$ cat src/rtl/palette_ctrl_if.sv
// rtl/palette_ctrl_if.sv - palette write-request bundle for two requesters
interface palette_ctrl_if;
   logic        req0_valid;
   logic [3:0]  req0_idx;
   logic [23:0] req0_color;
   logic        req0_ready;
   logic        req1_valid;
   logic [3:0]  req1_idx;
   logic [23:0] req1_color;
   logic        req1_ready;

   modport master (
      output req0_valid, req0_idx, req0_color,
      output req1_valid, req1_idx, req1_color,
      input  req0_ready, req1_ready
   );

   modport slave (
      input  req0_valid, req0_idx, req0_color,
      input  req1_valid, req1_idx, req1_color,
      output req0_ready, req1_ready
   );
endinterface

$ cat src/rtl/palette_ctrl.sv
// rtl/palette_ctrl.sv - shadow/live 16x24 palette with vblank commit; optional fade via PALETTE_FADE_EN
module palette_ctrl #(
   parameter int NUM_ENTRIES = 16,
   parameter int COLOR_W     = 24
) (
   input  logic               Clk,
   input  logic               Reset_n,
   palette_ctrl_if.slave      req,
   input  logic               vblank_start,
   input  logic               commit,
   output logic               commit_pending,
   output logic               busy,
   input  logic               fade_start,
   input  logic               fade_clear,
   input  logic [3:0]         rd_idx,
   output logic [COLOR_W-1:0] rd_color
);

   typedef enum logic [1:0] {IDLE, PEND, COPY} state_t;

   state_t             state_q;
   logic [3:0]         cnt_q;
   logic               rp_q;
   logic               commit_pending_q;
   logic               busy_q;
   logic [COLOR_W-1:0] shadow_q [NUM_ENTRIES];
   logic [COLOR_W-1:0] live_q   [NUM_ENTRIES];

   logic               gnt0, gnt1, wr_en;
   logic [3:0]         wr_idx;
   logic [COLOR_W-1:0] wr_color;

   function automatic logic [COLOR_W-1:0] dflt(input int i);
      case (i)
         0:       return 24'hff00ff;
         1:       return 24'h2d2d0c;
         2:       return 24'h282807;
         3:       return 24'h202000;
         default: return '0;
      endcase
   endfunction

   // Round-robin pointer only matters on contention; nothing is granted during COPY.
   assign gnt0 = (state_q != COPY) && req.req0_valid && (!req.req1_valid || !rp_q);
   assign gnt1 = (state_q != COPY) && req.req1_valid && (!req.req0_valid ||  rp_q);
   assign req.req0_ready = gnt0;
   assign req.req1_ready = gnt1;
   assign wr_en    = gnt0 || gnt1;
   assign wr_idx   = gnt0 ? req.req0_idx   : req.req1_idx;
   assign wr_color = gnt0 ? req.req0_color : req.req1_color;

   assign commit_pending = commit_pending_q;
   assign busy           = busy_q;

   always_ff @(posedge Clk) begin
      if (!Reset_n) begin
         state_q          <= IDLE;
         cnt_q            <= '0;
         rp_q             <= 1'b0;
         commit_pending_q <= 1'b0;
         busy_q           <= 1'b0;
         for (int i = 0; i < NUM_ENTRIES; i++) begin
            shadow_q[i] <= dflt(i);
            live_q[i]   <= dflt(i);
         end
      end else begin
         if (wr_en) begin
            shadow_q[wr_idx] <= wr_color;
            rp_q             <= gnt0;
         end
         case (state_q)
            IDLE: begin
               if (commit) begin
                  state_q          <= PEND;
                  commit_pending_q <= 1'b1;
               end
            end
            PEND: begin
               if (vblank_start) begin
                  state_q          <= COPY;
                  cnt_q            <= '0;
                  commit_pending_q <= 1'b0;
                  busy_q           <= 1'b1;
               end
            end
            COPY: begin
               live_q[cnt_q] <= shadow_q[cnt_q];
               cnt_q         <= cnt_q + 4'd1;
               if (cnt_q == 4'd15) begin
                  state_q <= IDLE;
                  busy_q  <= 1'b0;
               end
            end
            default: begin
               state_q          <= IDLE;
               commit_pending_q <= 1'b0;
               busy_q           <= 1'b0;
            end
         endcase
      end
   end

`ifdef PALETTE_FADE_EN
   logic [2:0]         fade_lvl_q;
   logic               fade_active_q;
   logic [COLOR_W-1:0] live_rd;

   always_ff @(posedge Clk) begin
      if (!Reset_n) begin
         fade_lvl_q    <= '0;
         fade_active_q <= 1'b0;
      end else if (fade_clear) begin
         fade_lvl_q    <= '0;
         fade_active_q <= 1'b0;
      end else begin
         if (fade_start) fade_active_q <= 1'b1;
         if (vblank_start && fade_active_q && fade_lvl_q != 3'd7)
            fade_lvl_q <= fade_lvl_q + 3'd1;
      end
   end

   // Product never exceeds 255*8, so 11 bits hold it exactly.
   function automatic logic [7:0] scale(input logic [7:0] c, input logic [2:0] lvl);
      logic [10:0] p;
      p = {3'b000, c} * {7'b0000000, 4'd8 - {1'b0, lvl}};
      return p[10:3];
   endfunction

   assign live_rd  = live_q[rd_idx];
   assign rd_color = {scale(live_rd[23:16], fade_lvl_q),
                      scale(live_rd[15:8],  fade_lvl_q),
                      scale(live_rd[7:0],   fade_lvl_q)};
`else
   logic unused_fade;
   assign unused_fade = fade_start ^ fade_clear;
   assign rd_color    = live_q[rd_idx];
`endif

endmodule

$ cat src/flat_wrapper.sv
// flat-port wrapper written by rule: the top's interface ports become plain ports
module palette_ctrl_flat 
#(
   parameter int NUM_ENTRIES = 16,
   parameter int COLOR_W     = 24
)
  (Clk, Reset_n, vblank_start, commit, commit_pending, busy, fade_start, fade_clear, rd_idx, rd_color, req_req0_valid, req_req0_idx, req_req0_color, req_req1_valid, req_req1_idx, req_req1_color, req_req0_ready, req_req1_ready);
  palette_ctrl_if req_i ();
  input  logic Clk;
  input  logic Reset_n;
  input  logic vblank_start;
  input  logic commit;
  output logic commit_pending;
  output logic busy;
  input  logic fade_start;
  input  logic fade_clear;
  input  logic [3:0] rd_idx;
  output logic [COLOR_W-1:0] rd_color;
  input wire logic [$bits(req_i.req0_valid)-1:0] req_req0_valid;
  input wire logic [$bits(req_i.req0_idx)-1:0] req_req0_idx;
  input wire logic [$bits(req_i.req0_color)-1:0] req_req0_color;
  input wire logic [$bits(req_i.req1_valid)-1:0] req_req1_valid;
  input wire logic [$bits(req_i.req1_idx)-1:0] req_req1_idx;
  input wire logic [$bits(req_i.req1_color)-1:0] req_req1_color;
  output wire logic [$bits(req_i.req0_ready)-1:0] req_req0_ready;
  output wire logic [$bits(req_i.req1_ready)-1:0] req_req1_ready;
  assign req_i.req0_valid = req_req0_valid;
  assign req_i.req0_idx = req_req0_idx;
  assign req_i.req0_color = req_req0_color;
  assign req_i.req1_valid = req_req1_valid;
  assign req_i.req1_idx = req_req1_idx;
  assign req_i.req1_color = req_req1_color;
  assign req_req0_ready = req_i.req0_ready;
  assign req_req1_ready = req_i.req1_ready;
  palette_ctrl #(.NUM_ENTRIES(NUM_ENTRIES), .COLOR_W(COLOR_W)) u_core (.Clk(Clk), .Reset_n(Reset_n), .req(req_i), .vblank_start(vblank_start), .commit(commit), .commit_pending(commit_pending), .busy(busy), .fade_start(fade_start), .fade_clear(fade_clear), .rd_idx(rd_idx), .rd_color(rd_color));
endmodule
$ cat config.mk
export PLATFORM = sky130hd
export DESIGN_NAME = palette_ctrl_flat
export DESIGN_NICKNAME = d
export VERILOG_FILES = /design/src/rtl/palette_ctrl_if.sv /design/src/rtl/palette_ctrl.sv /design/src/flat_wrapper.sv
export SDC_FILE = /design/constraint.sdc
export NUM_CORES = 1
export LEC_CHECK = 0
export BUFFER_PORTS_ARGS = -buffer_cell sky130_fd_sc_hd__buf_2
export CAP_MARGIN = 20
export CORE_AREA = 2 2 353 355
export CTS_BUF_LIST = sky130_fd_sc_hd__clkbuf_8
export DETAILED_ROUTE_END_ITERATION = 10
export DIE_AREA = 0 0 355 357
export GPL_ROUTABILITY_DRIVEN = 0
export PLACE_DENSITY = 0.48
export RECOVER_POWER = 100
export SETUP_SLACK_MARGIN = 0.5
export SLEW_MARGIN = 30
export SYNTH_ARGS = -nofsm -noshare
export SYNTH_HDL_FRONTEND = slang
export SYNTH_SLANG_ARGS = --single-unit
$ cat constraint.sdc
create_clock -name Clk -period 7.9 [get_ports Clk]
set_input_delay 1.185 -clock Clk [delete_from_list [all_inputs] [get_ports Clk]]
set_output_delay 1.185 -clock Clk [all_outputs]
set_load 0.02 [all_outputs]
==> results of run 1 <==
## cells in the final DEF (no fill, tap or decap), types with 4 or more instances in the layout
master      count
mux4_2        192
buf_4          75
o21ai_2         6
nor4_1          4
nand2b_1        7
a21oi_1        10
inv_1          75
clkinvlp_4      7
o21ai_0        12
nor2_2         31
nor3_1        370
a211oi_1       12
nor2b_1         5
ha_1            4
edfxtp_1      768
mux2i_4        24
nand3b_1       19
nand2_1        64
a22oi_1        48
mux2i_1        17
a222oi_1       25
dfxtp_1        11
o21ai_4         4
nor2_1        365
a221o_1       349
clkbuf_1       78
mux2i_2         9
a311oi_1        4
clkbuf_8      143
clkinv_1       30
nand3_1        33
clkinv_2        9
buf_2          66
## cell usage after synthesis, types with 5 or more instances
cell type  instances  area share, %
nand3_1           34           0.44
buf_2            136            1.7
inv_1             30           0.29
nor2b_1            7           0.11
mux2i_1           21           0.54
a21oi_1           10           0.13
clkbuf_1         149            1.4
buf_6             39            1.1
a211oi_1          12           0.23
buf_4             12           0.23
nand2b_1           7           0.11
nand3b_1          19           0.37
dfxtp_1           13           0.67
mux2i_2            5           0.18
a22oi_1           48           0.92
o21ai_0           18           0.23
edfxtp_1         768             59
a31oi_1            5          0.080
a221o_1          349            8.9
nor3_1           370            4.7
mux2i_4           24            1.4
a222oi_1          25           0.64
nor2_1           396            3.8
nand2_1           64           0.62
mux4_2           192             11
buf_1             21           0.20
## report_power, final
group          internal [mW]  switching (mW)
logic                  0.203           0.626
registers               4.70          0.0467
clock network           1.69            1.70
## sequential cells by signal (all words and copies together), names as in the netlist, named ones only
register and flops:
u_core.live_q 384, u_core.cnt_q 4, u_core.rp_q 1, u_core.state_q 2, u_core.busy 1, u_core.shadow_q 384
u_core.commit_pending 1
## final timing paths
check	endpoint	from	cells past startpoint
min reg2reg	u_core.busy$_SDFFE_PN0P_	u_core.busy$_SDFFE_PN0P_	2
min	u_core.busy$_SDFFE_PN0P_	u_core.busy$_SDFFE_PN0P_	2
max	rd_color[4]	rd_idx[1]	6
max reg2reg	u_core.live_q[3][20]$_SDFFCE_PN0P_	register	5
## layout make-up
| type | instances | area [µm²] |
|---|---|---|
| Fill cell | 11947 | 79900 |
| Sequential cell | 781 | 23300 |
| Multi-Input combinational cell | 1639 | 14000 |
| Tap cell | 1637 | 2050 |
| Clock buffer | 142 | 1950 |
| Timing Repair Buffer | 224 | 1240 |
| Clock inverter | 94 | 427 |
| Inverter | 30 | 113 |
| Antenna cell | 3 | 7.51 |
## worst reg2reg max path, delay by kind of cell, from the launching register on
| family | cells | cell delay [ns] |
|---|---|---|
| AO/OA/AOI/OAI | 1 | 0.34 |
| buffers and inverters | 1 | 2.20 |
| flip-flops | 1 | 0.88 |
| multiplexers | 2 | 2.35 |
| AND/OR/NAND/NOR | 1 | 0.14 |
## routing by layer
layer | routed length [µm] | global-route usage [%] | part of all wire, % | vias up
met4 | 6350 | 9.71 | 4.7 | 6
met3 | 11100 | 4.40 | 8.3 | 389
met5 | 41 | 0 | 0.030 | -
li1 | - | - | - | 11396
met1 | 51800 | 25.7 | 38 | 13770
met2 | 65200 | 35.0 | 49 | 1566
## metrics by stage
stage	hold slack (ns)	cells	instance area (µm²)	worst slack (ns)	power, mW
floorplan	0.486	2808	39100	3.47	5.34
global placement	0.509	4310	41000	2.80	5.65
detailed placement	0.517	4310	41000	2.84	5.68
CTS	0.526	4546	43400	2.82	9.04
global route	0.565	4549	43100	1.41	9.25
finish	0.532	4550	43100	1.65	8.96
## cells by family (layout without fill, tap and decap cells)
family / count (synthesis) / count (layout)
muxes: 243 / 243
DFF: 781 / 781
AOI/OAI and AO/OA: 482 / 482
xor gates and xnor gates: 1 / 1
and+or+nand+nor: 909 / 909
other: 0 / 3
adders and majority gates: 4 / 4
buffers and inverters: 388 / 490
==> results.sh, run 1 <==
export IMPL_worst_pin_slew_ns=3.87
export IMPL_ant_nets=0
export IMPL_crit_path_frequent_cell="clkbuf_1"
export IMPL_grt_ovfl_total=0
export IMPL_drv_cap=33
export IMPL_synthesis_nets=2880
export IMPL_grt_use_total_pct=20.9
export IMPL_drt_total_wl_um=135000
export IMPL_cts_sinks=781
export IMPL_relSlewSlack_pct=-158
export IMPL_synth_distinct_cells=42
export IMPL_postLayoutCoreUtil_pct=35.0
export IMPL_period_needed_ns=6.25
export IMPL_grt_max_degree=91
export IMPL_synth_top_family_by_area="multiplexers"
export IMPL_vias=27127
export IMPL_htreeDepth=4
export IMPL_antenna_found_initial=5
export IMPL_path_clk_slew_ns=0.05
export IMPL_synth_area_per_cell_um2=13.9
export IMPL_synth_xor_area_share_pct=0.0224
export IMPL_synth_simple_area_share_pct=10.4
export IMPL_grt_setup_unrepaired="false"
export IMPL_ios=96
export IMPL_synth_compound_area_share_pct=11.5
export IMPL_holdBufCountCts=0
export IMPL_max_stage_delay_ns=2.09
export IMPL_areaGrowthSynthToFinish_pct=10.4
export IMPL_slew_violations=975
export IMPL_dp_hpwl_um=82200
export IMPL_nets=2884
export IMPL_p_per_area_mw_per_mm2=208
export IMPL_cts_setup_buffers=0
export IMPL_syn_inst=2808
export IMPL_reg2reg_slack_ns=1.72
export IMPL_hold_viol_final=0
export IMPL_worstSetupEndpointType="output port"
export IMPL_routedWlPerCell_um=29.6
export IMPL_crit_type="input pin to output port"
export IMPL_rows=129
export IMPL_fin_crit_sh_pct=79.1
export IMPL_hold_class="register to register"
export IMPL_violations="capacitance limit, slew limit"
export IMPL_synth_main_ff_cell="edfxtp_1"
export IMPL_cp_num_buf_inv=3
export IMPL_drt_initial_drc_count=3053
export IMPL_dieWidth_um=355
export IMPL_setup_tns_final_ns=0
export IMPL_die_area_mm2=0.127
export IMPL_die_h_um=357
export IMPL_status="finished with violations"
export IMPL_cts_resized=0
export IMPL_synthArstFlopShare_pct=0
export IMPL_yosysSeqAreaShare_pct=59.7
export IMPL_synthesis_area_mm2=0.0391
export IMPL_cp_cell_sequence="buf_4 > clkbuf_1 > mux4_2 > a22oi_1 > nand2_1 > clkbuf_1"
export IMPL_crit_arrival_ns=5.06
export IMPL_clock_path_buffers=3
export IMPL_drc=0
export IMPL_crit_fanout=38
export IMPL_synth_seq_cells=781
export IMPL_yosys_warnings=0
export IMPL_muxShareOfSynthArea_pct=13.2
export IMPL_fmax_mhz=160
export IMPL_root_buffer="clkbuf_8"
export IMPL_synth_edf_count=768
export IMPL_synthAdderAreaFrac_pct=0.128
export IMPL_clock_latency_ns=0.81
export IMPL_start_kind="input pin"
export IMPL_initial_utilization_pct=31.8
export IMPL_max_vdd_ir_drop_v=0.000152
export IMPL_cts_tree="yes"
export IMPL_crit_required_ns=6.71
export IMPL_coreArea_mm2=0.123
export IMPL_power_leakage_nw=14.4
export IMPL_grt_pass1_wl_um=191000
export IMPL_vias_per_cell=5.96
export IMPL_cts_buffers_inserted=136
export IMPL_setup_viol=0
export IMPL_fin_skew_ns=0.0365
export IMPL_drive_gt1_share_pct=20.0
export IMPL_port_buffers=93
export IMPL_first_global_vias=27300
export IMPL_crit_path_top_delay_cell="clkbuf_1"
export IMPL_crit_family="buffers and inverters"
export IMPL_drt_pass1_iter_count=8
(Power assumes the default switching activity.)
==> run 2: changes to the inputs <==
Clock period 7.9 ns to 6.2 ns, I/O delays scaled along.
==> run 2 against run 1 <==
The flow still finishes with violations (capacitance limit, slew limit). Global-route usage rose by 1.3 points. Critical path depth stayed put. Cell count increased by 0.46%. Power up 30%. Core utilization up 0.32 points. Combinational power is 34% higher. Via count up 2.3%. Non-clock buffer count up 2.
==> results.sh, run 2 (synthesis gave the netlist of run 1 again) <==
export IMPL_status="finished with violations"
export IMPL_violations="capacitance limit, slew limit"
export IMPL_path_clk_slew_ns=0.06
export IMPL_setup_tns_final_ns=0
export IMPL_cts_tree="yes"
export IMPL_final_cell_mix="768 x edfxtp_1, 376 x nor2_1, 370 x nor3_1"
export IMPL_initial_utilization_pct=31.8
export IMPL_drt_total_wl_um=142000
export IMPL_worstSetupEndpointType="register"
export IMPL_cts_resized=0
export IMPL_fmax_mhz=195
export IMPL_cts_buffers_inserted=141
export IMPL_setup_viol=0
export IMPL_cts_setup_buffers=0
export IMPL_reg2regPathDepth=5
export IMPL_drive_gt1_share_pct=21.0
export IMPL_drc=0
export IMPL_nets=2891
export IMPL_drt_initial_drc_count=3428
export IMPL_port_buffers=93
export IMPL_areaGrowthSynthToFinish_pct=11.4
export IMPL_holdBufCountCts=0
export IMPL_vias_per_cell=6.07
export IMPL_grt_setup_unrepaired="false"
export IMPL_grt_ovfl_total=0
export IMPL_relSlewSlack_pct=-37.3
export IMPL_top_regs="u_core.live_q x384, u_core.shadow_q x384, u_core.cnt_q x4"
export IMPL_cts_sinks=781
export IMPL_ant_nets=0
export IMPL_dieWidth_um=355
export IMPL_crit_fanout=23
export IMPL_ios=96
export IMPL_root_buffer="clkbuf_8"
export IMPL_fill_cells=11973
export IMPL_dp_hpwl_um=85300
export IMPL_antenna_found_initial=3
export IMPL_htreeDepth=4
export IMPL_drt_pass1_iter_count=6
export IMPL_final_common_cell="edfxtp_1"
export IMPL_crit_required_ns=6.65
export IMPL_vias=27755
export IMPL_drv_cap=15
export IMPL_power_leakage_nw=14.7
export IMPL_grt_pass1_wl_um=202000
export IMPL_die_h_um=357
export IMPL_fin_skew_ns=0.0662
export IMPL_clock_path_buffers=3
export IMPL_worst_pin_slew_ns=2.06
export IMPL_routedWlPerCell_um=31.1
export IMPL_die_area_mm2=0.127
export IMPL_hold_viol_final=0
export IMPL_grt_use_total_pct=22.2
export IMPL_crit_arrival_ns=5.58
export IMPL_grt_max_degree=91
export IMPL_period_needed_ns=5.13
export IMPL_max_vdd_ir_drop_v=0.000195
export IMPL_start_kind="input pin"
export IMPL_slew_violations=334
export IMPL_fin_crit_sh_pct=82.7
export IMPL_hold_class="input pin to register"
export IMPL_rows=129
export IMPL_coreArea_mm2=0.123
export IMPL_p_per_area_mw_per_mm2=269
export IMPL_first_global_vias=27906
export IMPL_crit_type="input pin to register"
export IMPL_clock_latency_ns=0.86
export IMPL_whs_path_depth=2
export IMPL_power_mw=11.7
run 2: critical path, cell delays in order:
cell and delay (ns):
clkbuf_1 0.99, clkbuf_1 1.01, and4b_1 0.55, nand2_1 0.17, nand2_1 0.84, clkbuf_1 1.02
run 2: where the power goes:
part | total, mW | switching, mW | internal, mW
logic | 1.11 | 0.829 | 0.277
clock network | 4.54 | 2.30 | 2.24
registers | 6.05 | 0.0598 | 5.99
total | 11.7 | 3.19 | 8.50
run 2: metal layers:
layer	up-vias	track usage, %	wire length, µm
li1	11429	-	-
met1	14245	27.9	54700
met2	1685	36.9	67700
met3	394	4.47	12900
met4	2	9.98	6880
met5	-	0	14
run 2: final cells by class:
| class | count | area [µm²] | area share (%) |
|---|---|---|---|
| repair buffers | 226 | 1430 | 3.29 |
| well taps | 1637 | 2050 | 4.71 |
| clock inverters | 108 | 547 | 1.26 |
| inverters | 30 | 113 | 0.259 |
| flip-flops and latches | 781 | 23300 | 53.6 |
| diodes | 5 | 12.5 | 0.0288 |
| clock buffers | 145 | 2000 | 4.59 |
| multi-input cells | 1639 | 14000 | 32.2 |
run 2: stage by stage:
| step | std cells | utilization [%] | hold slack [ns] | setup WS, ns | cell area [µm²] |
|---|---|---|---|---|---|
| after detailed placement | 4311 | 33.5 | 0.532 | 1.83 | 41100 |
| after floorplan | 2808 | - | 0.486 | 2.03 | 39100 |
| after global placement | 4305 | 33.3 | 0.522 | 1.82 | 41000 |
| after global routing | 4568 | 35.4 | 0.330 | 0.936 | 43500 |
| final | 4571 | 35.4 | 0.367 | 1.07 | 43500 |
| after CTS | 4564 | 35.5 | 0.296 | 1.83 | 43700 |
run 2: worst paths after layout:
check / from / endpoint / slack, ns
min: req_req1_valid / u_core.rp_q$_SDFFE_PN0P_ / 0.37
min reg2reg: u_core.rp_q$_SDFFE_PN0P_ / u_core.rp_q$_SDFFE_PN0P_ / 0.56
max: Reset_n / u_core.live_q[6][8]$_SDFFCE_PN0P_ / 1.07
max reg2reg: u_core.state_q[1]$_SDFFE_PN0P_ / u_core.shadow_q[0][7]$_SDFFCE_PN1P_ / 1.22
